$ cat src/rtl/cnt8_ctrl_if.sv
// Command, configuration and counter-link signals between the run controller and its host/counter.
interface cnt8_ctrl_if;
    localparam int unsigned W = 8;

    logic         start;
    logic         stop;
    logic         abort;
    logic [W-1:0] prescale;
    logic [W-1:0] limit;
    logic [W-1:0] cnt_in;
    logic         enable;
    logic         clear;
    logic         running;
    logic         done;

    modport master (
        output start, stop, abort, prescale, limit, cnt_in,
        input  enable, clear, running, done
    );

    modport slave (
        input  start, stop, abort, prescale, limit, cnt_in,
        output enable, clear, running, done
    );
endinterface

$ cat src/rtl/cnt8_ctrl.sv
// Run controller for the 8-bit counter cnt8: prescaled enable, terminal-count stop,
// start/stop/abort command handling and a one-cycle done strobe.
module cnt8_ctrl (
    input  logic        clk,
    input  logic        res_n,
    cnt8_ctrl_if.slave  bus
);
    localparam int unsigned W  = 8;
    localparam int unsigned SW = 3;

    localparam logic [SW-1:0] S_IDLE  = 3'd0;
    localparam logic [SW-1:0] S_CLR   = 3'd1;
    localparam logic [SW-1:0] S_RUN   = 3'd2;
    localparam logic [SW-1:0] S_PAUSE = 3'd3;
    localparam logic [SW-1:0] S_DONE  = 3'd4;

    logic [SW-1:0] state_q, state_d;
    logic [W-1:0]  pre_cnt_q, pre_cnt_d;
    logic [W-1:0]  presc_q, presc_d;
    logic [W-1:0]  lim_q, lim_d;
    logic          tick_c;
    logic          match_c;

    assign tick_c  = (pre_cnt_q == presc_q);
    // >= rather than == so an overshooting counter still stops the run
    assign match_c = (bus.cnt_in >= lim_q);

    always_ff @(posedge clk or negedge res_n) begin
        if (!res_n) begin
            state_q   <= S_IDLE;
            pre_cnt_q <= '0;
            presc_q   <= '0;
            lim_q     <= '0;
        end else begin
            state_q   <= state_d;
            pre_cnt_q <= pre_cnt_d;
            presc_q   <= presc_d;
            lim_q     <= lim_d;
        end
    end

    always_comb begin
        state_d   = state_q;
        pre_cnt_d = pre_cnt_q;
        presc_d   = presc_q;
        lim_d     = lim_q;

        if (bus.abort) begin
            // no clear on abort: the counter keeps its value for readback
            state_d   = S_IDLE;
            pre_cnt_d = '0;
        end else begin
            case (state_q)
                S_IDLE: begin
                    if (bus.start) begin
                        state_d = S_CLR;
                        presc_d = bus.prescale;
                        lim_d   = bus.limit;
                    end
                end
                S_CLR: begin
                    state_d   = S_RUN;
                    pre_cnt_d = '0;
                end
                S_RUN: begin
                    pre_cnt_d = tick_c ? '0 : W'(pre_cnt_q + 8'd1);
                    if (match_c) begin
                        state_d = S_DONE;
                    end else if (bus.stop) begin
                        state_d = S_PAUSE;
                    end
                end
                S_PAUSE: begin
                    if (bus.start) begin
                        state_d = S_RUN;
                    end
                end
                S_DONE: begin
                    state_d = S_IDLE;
                end
                default: begin
                    state_d = S_IDLE;
                end
            endcase
        end
    end

    assign bus.clear   = (state_q == S_CLR);
    assign bus.running = (state_q == S_RUN);
    assign bus.done    = (state_q == S_DONE);
    assign bus.enable  = (state_q == S_RUN) && tick_c && !match_c;

endmodule

$ cat src/flat_wrapper.sv
// flat-port wrapper written by rule: the top's interface ports become plain ports
module cnt8_ctrl_flat 
  (clk, res_n, bus_start, bus_stop, bus_abort, bus_prescale, bus_limit, bus_cnt_in, bus_enable, bus_clear, bus_running, bus_done);
  cnt8_ctrl_if bus_i ();
  input  logic clk;
  input  logic res_n;
  input wire logic [$bits(bus_i.start)-1:0] bus_start;
  input wire logic [$bits(bus_i.stop)-1:0] bus_stop;
  input wire logic [$bits(bus_i.abort)-1:0] bus_abort;
  input wire logic [$bits(bus_i.prescale)-1:0] bus_prescale;
  input wire logic [$bits(bus_i.limit)-1:0] bus_limit;
  input wire logic [$bits(bus_i.cnt_in)-1:0] bus_cnt_in;
  output wire logic [$bits(bus_i.enable)-1:0] bus_enable;
  output wire logic [$bits(bus_i.clear)-1:0] bus_clear;
  output wire logic [$bits(bus_i.running)-1:0] bus_running;
  output wire logic [$bits(bus_i.done)-1:0] bus_done;
  assign bus_i.start = bus_start;
  assign bus_i.stop = bus_stop;
  assign bus_i.abort = bus_abort;
  assign bus_i.prescale = bus_prescale;
  assign bus_i.limit = bus_limit;
  assign bus_i.cnt_in = bus_cnt_in;
  assign bus_enable = bus_i.enable;
  assign bus_clear = bus_i.clear;
  assign bus_running = bus_i.running;
  assign bus_done = bus_i.done;
  cnt8_ctrl u_core (.clk(clk), .res_n(res_n), .bus(bus_i));
endmodule
$ cat config.mk
export PLATFORM = sky130hd
export DESIGN_NAME = cnt8_ctrl_flat
export DESIGN_NICKNAME = d
export VERILOG_FILES = /design/src/rtl/cnt8_ctrl_if.sv /design/src/rtl/cnt8_ctrl.sv /design/src/flat_wrapper.sv
export SDC_FILE = /design/constraint.sdc
export NUM_CORES = 1
export LEC_CHECK = 0
export CAP_MARGIN = 20
export CORE_MARGIN = 2
export CORE_UTILIZATION = 52
export CTS_BUF_LIST = sky130_fd_sc_hd__clkbuf_2
export DETAILED_ROUTE_END_ITERATION = 10
export HOLD_SLACK_MARGIN = 0.02
export PLACE_DENSITY = 0.81
export SLEW_MARGIN = 25
export SYNTH_ARGS = -nofsm -noshare
export SYNTH_HDL_FRONTEND = slang
export SYNTH_SLANG_ARGS = --single-unit
$ cat constraint.sdc
create_clock -name clk -period 1.75 [get_ports clk]
set_input_delay 0.2625 -clock clk [delete_from_list [all_inputs] [get_ports clk]]
set_output_delay 0.2625 -clock clk [all_outputs]
set_load 0.02 [all_outputs]
==> flow_summary.toml, run 1 <==
[synth]
synthFlopType = "dfrtp_1"
synthCells = 148
ys_seq_area_share_pct = 44.0
synth_area_sq_um = 1540
synth_cell_types = 35
synth_area_per_cell_sq_um = 10.4
synth_fp_nets = 186
async_reset_ff_share_pct = 100
ys_seq_elements = 27
ys_warn_count = 0
synth_edf_count = 0

[drt]
via_per_inst = 5.52
drc = 0
wl_um = 3340
wl_per_cell_um = 14.2
first_pass_iters = 4
antenna_left = 0
wl_met2_um = 1700
drt-met1-wl_um = 1430
met3_length_um = 157
highest_layer = "met4"
drt_iter0_drc = 48
route.vias.total = 1298

[clocking]
cts_tree = "done"
cts_root_buffer = "clkbuf_2"
clkTransAtPathRegs_ns = 0.26
numClockSinks = 27
cts_htree_levels = 1
cts_made_buffers = 3
clock_path_buffers = 2
clk_latency_ns = 0.35

[sta]
fin_skew_ns = 0.00336
hold_violations = 0
tightest_slew_ns = 0.380
timing.fmax_mhz = 448
report.final.slew_viol_count = 0
final.min_clock_period_ns = 2.23
slew_headroom_pct = 74.7
setup_ws_ns = -0.484
tns_ns = -0.484
rsz0062_at_grt = "true"
period_share_pct = 128
setup_violations = 1

[final_layout]
final_common_cell = "clkdlybuf4s50_1"
drive_gt1_share_pct = 25.5
final_nets = 243
antennaDiodeCount = 0
final_cell_mix = "clkdlybuf4s50_1 (28), dfrtp_1 (27), buf_4 (23), nand2_1 (17), mux2_2 (16)"
final_area_sq_um = 2070
syn2layout_area_growth_pct = 34.9
n_fill_cell = 194

[worst_setup_path]
reg2reg_depth = 5
startpoint = "u_core.lim_q[2]"
r2r_slack_ns = 0.09
critPathSlowestCell = "dfrtp_1"
required_ns = 1.49
end_kind = "output port"
regToRegStartpoint = "u_core.state_q[0]"
max_stage_delay_ns = 0.41
cp.arrival_ns = 1.97
reg2reg_to = "u_core.pre_cnt_q[5]"
crit_path_max_fanout = 2
critPathLaunchType = "flip-flop"
crit_end = "bus_enable"
path_cells = "inv_1 -> ha_1 -> o21a_1 -> o21ai_2 -> a221o_1 -> and4_1 -> buf_4"
path_class = "flip-flop to output port"

[global_route]
grt_pass1_vias = 1361
grtUsageTotal_pct = 21.6
gr-total-overflow = 0
antenna_found_initial = 0
grt_max_degree = 28
grt_pass1_wl_um = 5660

[floorplan]
ios = 33
dieArea_sq_um = 3400
core_area_sq_um = 2780
die_h_um = 58.3
die_w_um = 58.3
start_util_pct = 55.2
rows = 19

[power_and_ir_drop]
irDropWorstVdd_mv = 0.804
p_total_w = 0.00219
p_leak_nw = 0.930
p_per_area_nw_per_um2 = 1060

[place]
post-dp-hpwl_um = 2530
port_buffers = 32
dpl-instance-area_sq_um = 2050
place.gp.congestion = 0.834

[run]
drv_cap = 0

[outcome]
outcome = "finished, violations left"
violations = "negative setup slack"

[worst_hold_path]
hp-class = "input pin to asynchronous set/reset pin"
-- worst min-delay path by stage --
stage	start	to	slack, ns	cells past startpoint
2_1_floorplan	res_n	u_core.lim_q[0]	-0.03	0
3_3_place_gp	u_core.lim_q[6]	u_core.lim_q[6]	0.49	1
3_5_place_dp	u_core.lim_q[6]	u_core.lim_q[6]	0.50	1
4_1_cts	res_n	u_core.lim_q[3]	0.24	2
5_1_grt	res_n	u_core.presc_q[7]	0.24	2
6_report	res_n	u_core.lim_q[0]	0.23	2
-- cell usage after synthesis, types with 2 or more instances --
master     n  area share (%)
nand3_1    3            0.98
o211ai_1   2            0.98
a21oi_1    3            0.98
nor2_1     5             1.2
nand2_1   17             4.2
o22ai_1    2            0.81
nand4b_1   2             1.1
nand4_1    2            0.81
buf_2      2            0.65
nor3_1     4             1.3
xnor2_1   10             5.7
dfrtp_1   27              44
nor3b_1    2            0.98
mux2_2    16              12
inv_1     12             2.9
ha_1       9             7.3
o21ai_0   10             3.3
nand2b_1   3             1.2
-- layer usage --
metal  vias to the layer above  track usage (%)
met1                       618             24.5
met5                         -                0
li1                        634                -
met4                         0             9.30
met2                        38             39.6
met3                         8             3.52
-- cells by family after synthesis --
family	Yosys count	share of synthesized area (%)
DFF	27	44.0
buffers and inverters	15	4.32
AOI/OAI and AO/OA	24	9.70
xor gates and xnor gates	11	6.28
adders and majority gates	9	7.34
muxes	16	11.7
and+or+nand+nor	46	16.6
-- critical path, delay by kind of cell, from the launching register on --
family	cells	cell delay, ns
AO/OA/AOI/OAI	3	0.53
flip-flops	1	0.41
adder cells (fa/ha/maj)	1	0.27
buffers and inverters	2	0.21
AND/OR/NAND/NOR	1	0.20
-- final cells by class --
cell class | instances | area [sq um] | area share, %
clock buffers | 3 | 15.0 | 0.725
flip-flops and latches | 27 | 676 | 32.6
inverters | 12 | 45.0 | 2.18
multi-input cells | 106 | 803 | 38.8
clock inverters | 1 | 5.00 | 0.242
well taps | 31 | 38.8 | 1.87
repair buffers | 55 | 488 | 23.6
-- registers in the layout, summed over array words and instances, names as in the netlist --
signal,cells
u_core.pre_cnt_q,8
u_core.lim_q,8
u_core.presc_q,8
u_core.state_q,3
-- power breakdown --
part / switching (W) / total [W] / internal (W)
clock: 0.000188 / 0.000240 / 0.0000519
sequential: 0.000127 / 0.000954 / 0.000827
combinational: 0.000446 / 0.000994 / 0.000548
total: 0.000760 / 0.00219 / 0.00143
-- metrics by stage --
stage	std cells	hold slack [ns]	util, %	setup slack (ns)
floorplan	148	-0.0331	-	0.0706
global placement	230	0.489	73.7	-0.825
detailed placement	230	0.497	73.7	-0.869
CTS	235	0.242	74.9	-0.452
global route	235	0.241	74.4	-0.600
finish	235	0.229	74.4	-0.484
-- what timing repair did --
| item | CTS | global route |
|---|---|---|
| gates resized for setup | 13 | 7 |
| gates cloned | 0 | 0 |
| hold buffers | 0 | 0 |
| pin swaps | 1 | 0 |
| endpoints found under the setup margin | 4 | 5 |
| buffers inserted | 1 | 0 |
Note: power is estimated with default switching activity, not from simulation.
==> inputs of run 2 (changes only) <==
--- a/config.mk
+++ b/config.mk
@@ -10,6 +10,7 @@
 export CORE_UTILIZATION = 52
 export CTS_BUF_LIST = sky130_fd_sc_hd__clkbuf_2
 export DETAILED_ROUTE_END_ITERATION = 10
+export GPL_TIMING_DRIVEN = 0
 export HOLD_SLACK_MARGIN = 0.02
 export PLACE_DENSITY = 0.81
 export SLEW_MARGIN = 25
==> run 2 against run 1 <==
- the run still ends with negative setup slack left
- critical endpoint unchanged
- global-route usage fell by 1.3 points
- cell area fell by 6.1%
- cell count fell by 7.7%
- routed wire length fell by 10%
- die area did not move
- critical path depth did not move
==> flow_summary.toml, run 2 (synthesis gave the netlist of run 1 again) <==
[outcome]
outcome = "finished, violations left"
violations = "negative setup slack"

[sta]
rsz0062_at_grt = "true"
tightest_slew_ns = 0.753
hold_violations = 0
tns_ns = -0.470
setup_ws_ns = -0.470
slew_headroom_pct = 49.8
hold_slack_ns = 0.377
fin_skew_ns = 0.0237
final.min_clock_period_ns = 2.22
setup_violations = 1
period_share_pct = 127
report.final.slew_viol_count = 0
timing.fmax_mhz = 450

[drt]
antenna_left = 0
wl_um = 3000
drc = 0
drt_iter0_drc = 42
via_per_inst = 5.54
wl_per_cell_um = 13.8
first_pass_iters = 4
route.vias.total = 1203

[power_and_ir_drop]
p_leak_nw = 0.826
p_per_area_nw_per_um2 = 1070
irDropWorstVdd_mv = 0.777

[final_layout]
final_cell_mix = "clkdlybuf4s50_1 (27), dfrtp_1 (26), nand2_1 (17), mux2_2 (16), inv_1 (11)"
antennaDiodeCount = 0
multi_input_area_sq_um = 818
final_nets = 225
regArea_sq_um = 677
syn2layout_area_growth_pct = 26.7
n_fill_cell = 213
final_area_sq_um = 1940
instances_no_fill = 217
reg.largest.list = "u_core.lim_q (8), u_core.pre_cnt_q (8), u_core.presc_q (8)"
final_common_cell = "clkdlybuf4s50_1"
drive_gt1_share_pct = 20.4

[clocking]
cts_root_buffer = "clkbuf_2"
clock_path_buffers = 2
clk_latency_ns = 0.37
cts_htree_levels = 1
cts_made_buffers = 3
numClockSinks = 27
clkTransAtPathRegs_ns = 0.28
cts_tree = "done"

[global_route]
grtUsageTotal_pct = 20.3
grt_util_met1_pct = 23.9
gr-max-usage-layer = "met2"
grt_max_degree = 28
antenna_found_initial = 0
grtUsageMet2_pct = 35.6
gr-total-overflow = 0
grt_pass1_wl_um = 5240
grt_pass1_vias = 1263
met3_usage_pct = 3.52

[floorplan]
start_util_pct = 55.2
die_h_um = 58.3
dieArea_sq_um = 3400
die_w_um = 58.3
rows = 19
ios = 33
core_area_sq_um = 2780

[run]
drv_cap = 0

[worst_setup_path]
critPathLaunchType = "flip-flop"
end_kind = "output port"
required_ns = 1.49
cp.arrival_ns = 1.96
crit_path_max_fanout = 2
path_class = "flip-flop to output port"

[place]
dp.cells = 211
place.gp.congestion = 0.774
post-dp-hpwl_um = 2300
pre_cts_slack_ns = -0.882
port_buffers = 32
dpl-instance-area_sq_um = 1890

[worst_hold_path]
hp-class = "input pin to asynchronous set/reset pin"
-- run 2: power by group --
| part | internal (W) | total, W | switching [W] |
|---|---|---|---|
| Combinational | 0.000476 | 0.000877 | 0.000402 |
| Clock | 0.0000530 | 0.000247 | 0.000194 |
| Sequential | 0.000826 | 0.000954 | 0.000128 |
| Total | 0.00135 | 0.00208 | 0.000723 |
-- run 2: per-stage QoR --
stage | power, W | util, %
6_report | 0.00208 | 69.9
5_1_grt | 0.00226 | 69.9
4_1_cts | 0.00208 | 69.3
3_5_place_dp | 0.00182 | 67.9
3_3_place_gp | 0.00177 | 68.1
2_1_floorplan | 0.00156 | -
-- run 2: final timing paths --
kind | startpoint | endpoint | slack (ns) | cells past startpoint
max | u_core.lim_q[3] | bus_enable | -0.47 | 7
min | res_n | u_core.pre_cnt_q[0] | 0.38 | 2
max reg2reg | u_core.state_q[1] | u_core.pre_cnt_q[2] | 0.08 | 5
min reg2reg | u_core.lim_q[1] | u_core.lim_q[1] | 0.54 | 1
max in group asynchronous | res_n | u_core.pre_cnt_q[5] | 0.96 | 2
min in group clk | bus_stop | u_core.state_q[0] | 0.45 | 3
-- run 2: repair_timing --
item / 4_1_cts / 5_1_grt
endpoints found under the setup margin: 7 / 11
buffers inserted: 0 / 1
hold buffers: 1 / 0
endpoints found under the hold margin: 27 / 0
pin swaps: 1 / 1
resized for setup: 17 / 9
-- run 2: cell type report --
| cell class | count | area share, % |
|---|---|---|
| buffer | 3 | 1.09 |
| clock buffer | 3 | 0.772 |
| clock inverter | 1 | 0.386 |
| inverter | 12 | 2.32 |
| multi-input combinational | 106 | 42.1 |
| sequential | 27 | 34.8 |
| tap | 31 | 1.99 |
| timing repair buffer | 34 | 16.5 |
-- run 2: layer usage --
layer / wire length (um) / vias up / share of wire [%]
met5: 0 / - / 0
met4: 17 / 0 / 0.57
met3: 151 / 2 / 5.0
met2: 1520 / 34 / 51
met1: 1320 / 571 / 44
li1: - / 596 / -
-- run 2: worst max-delay path: stages, from the launching register on --
cell     delay (ns)
dfrtp_1        0.42
inv_2          0.05
ha_4           0.25
o21a_1         0.12
o21ai_2        0.06
a221o_1        0.36
and4_1         0.20
buf_6          0.13
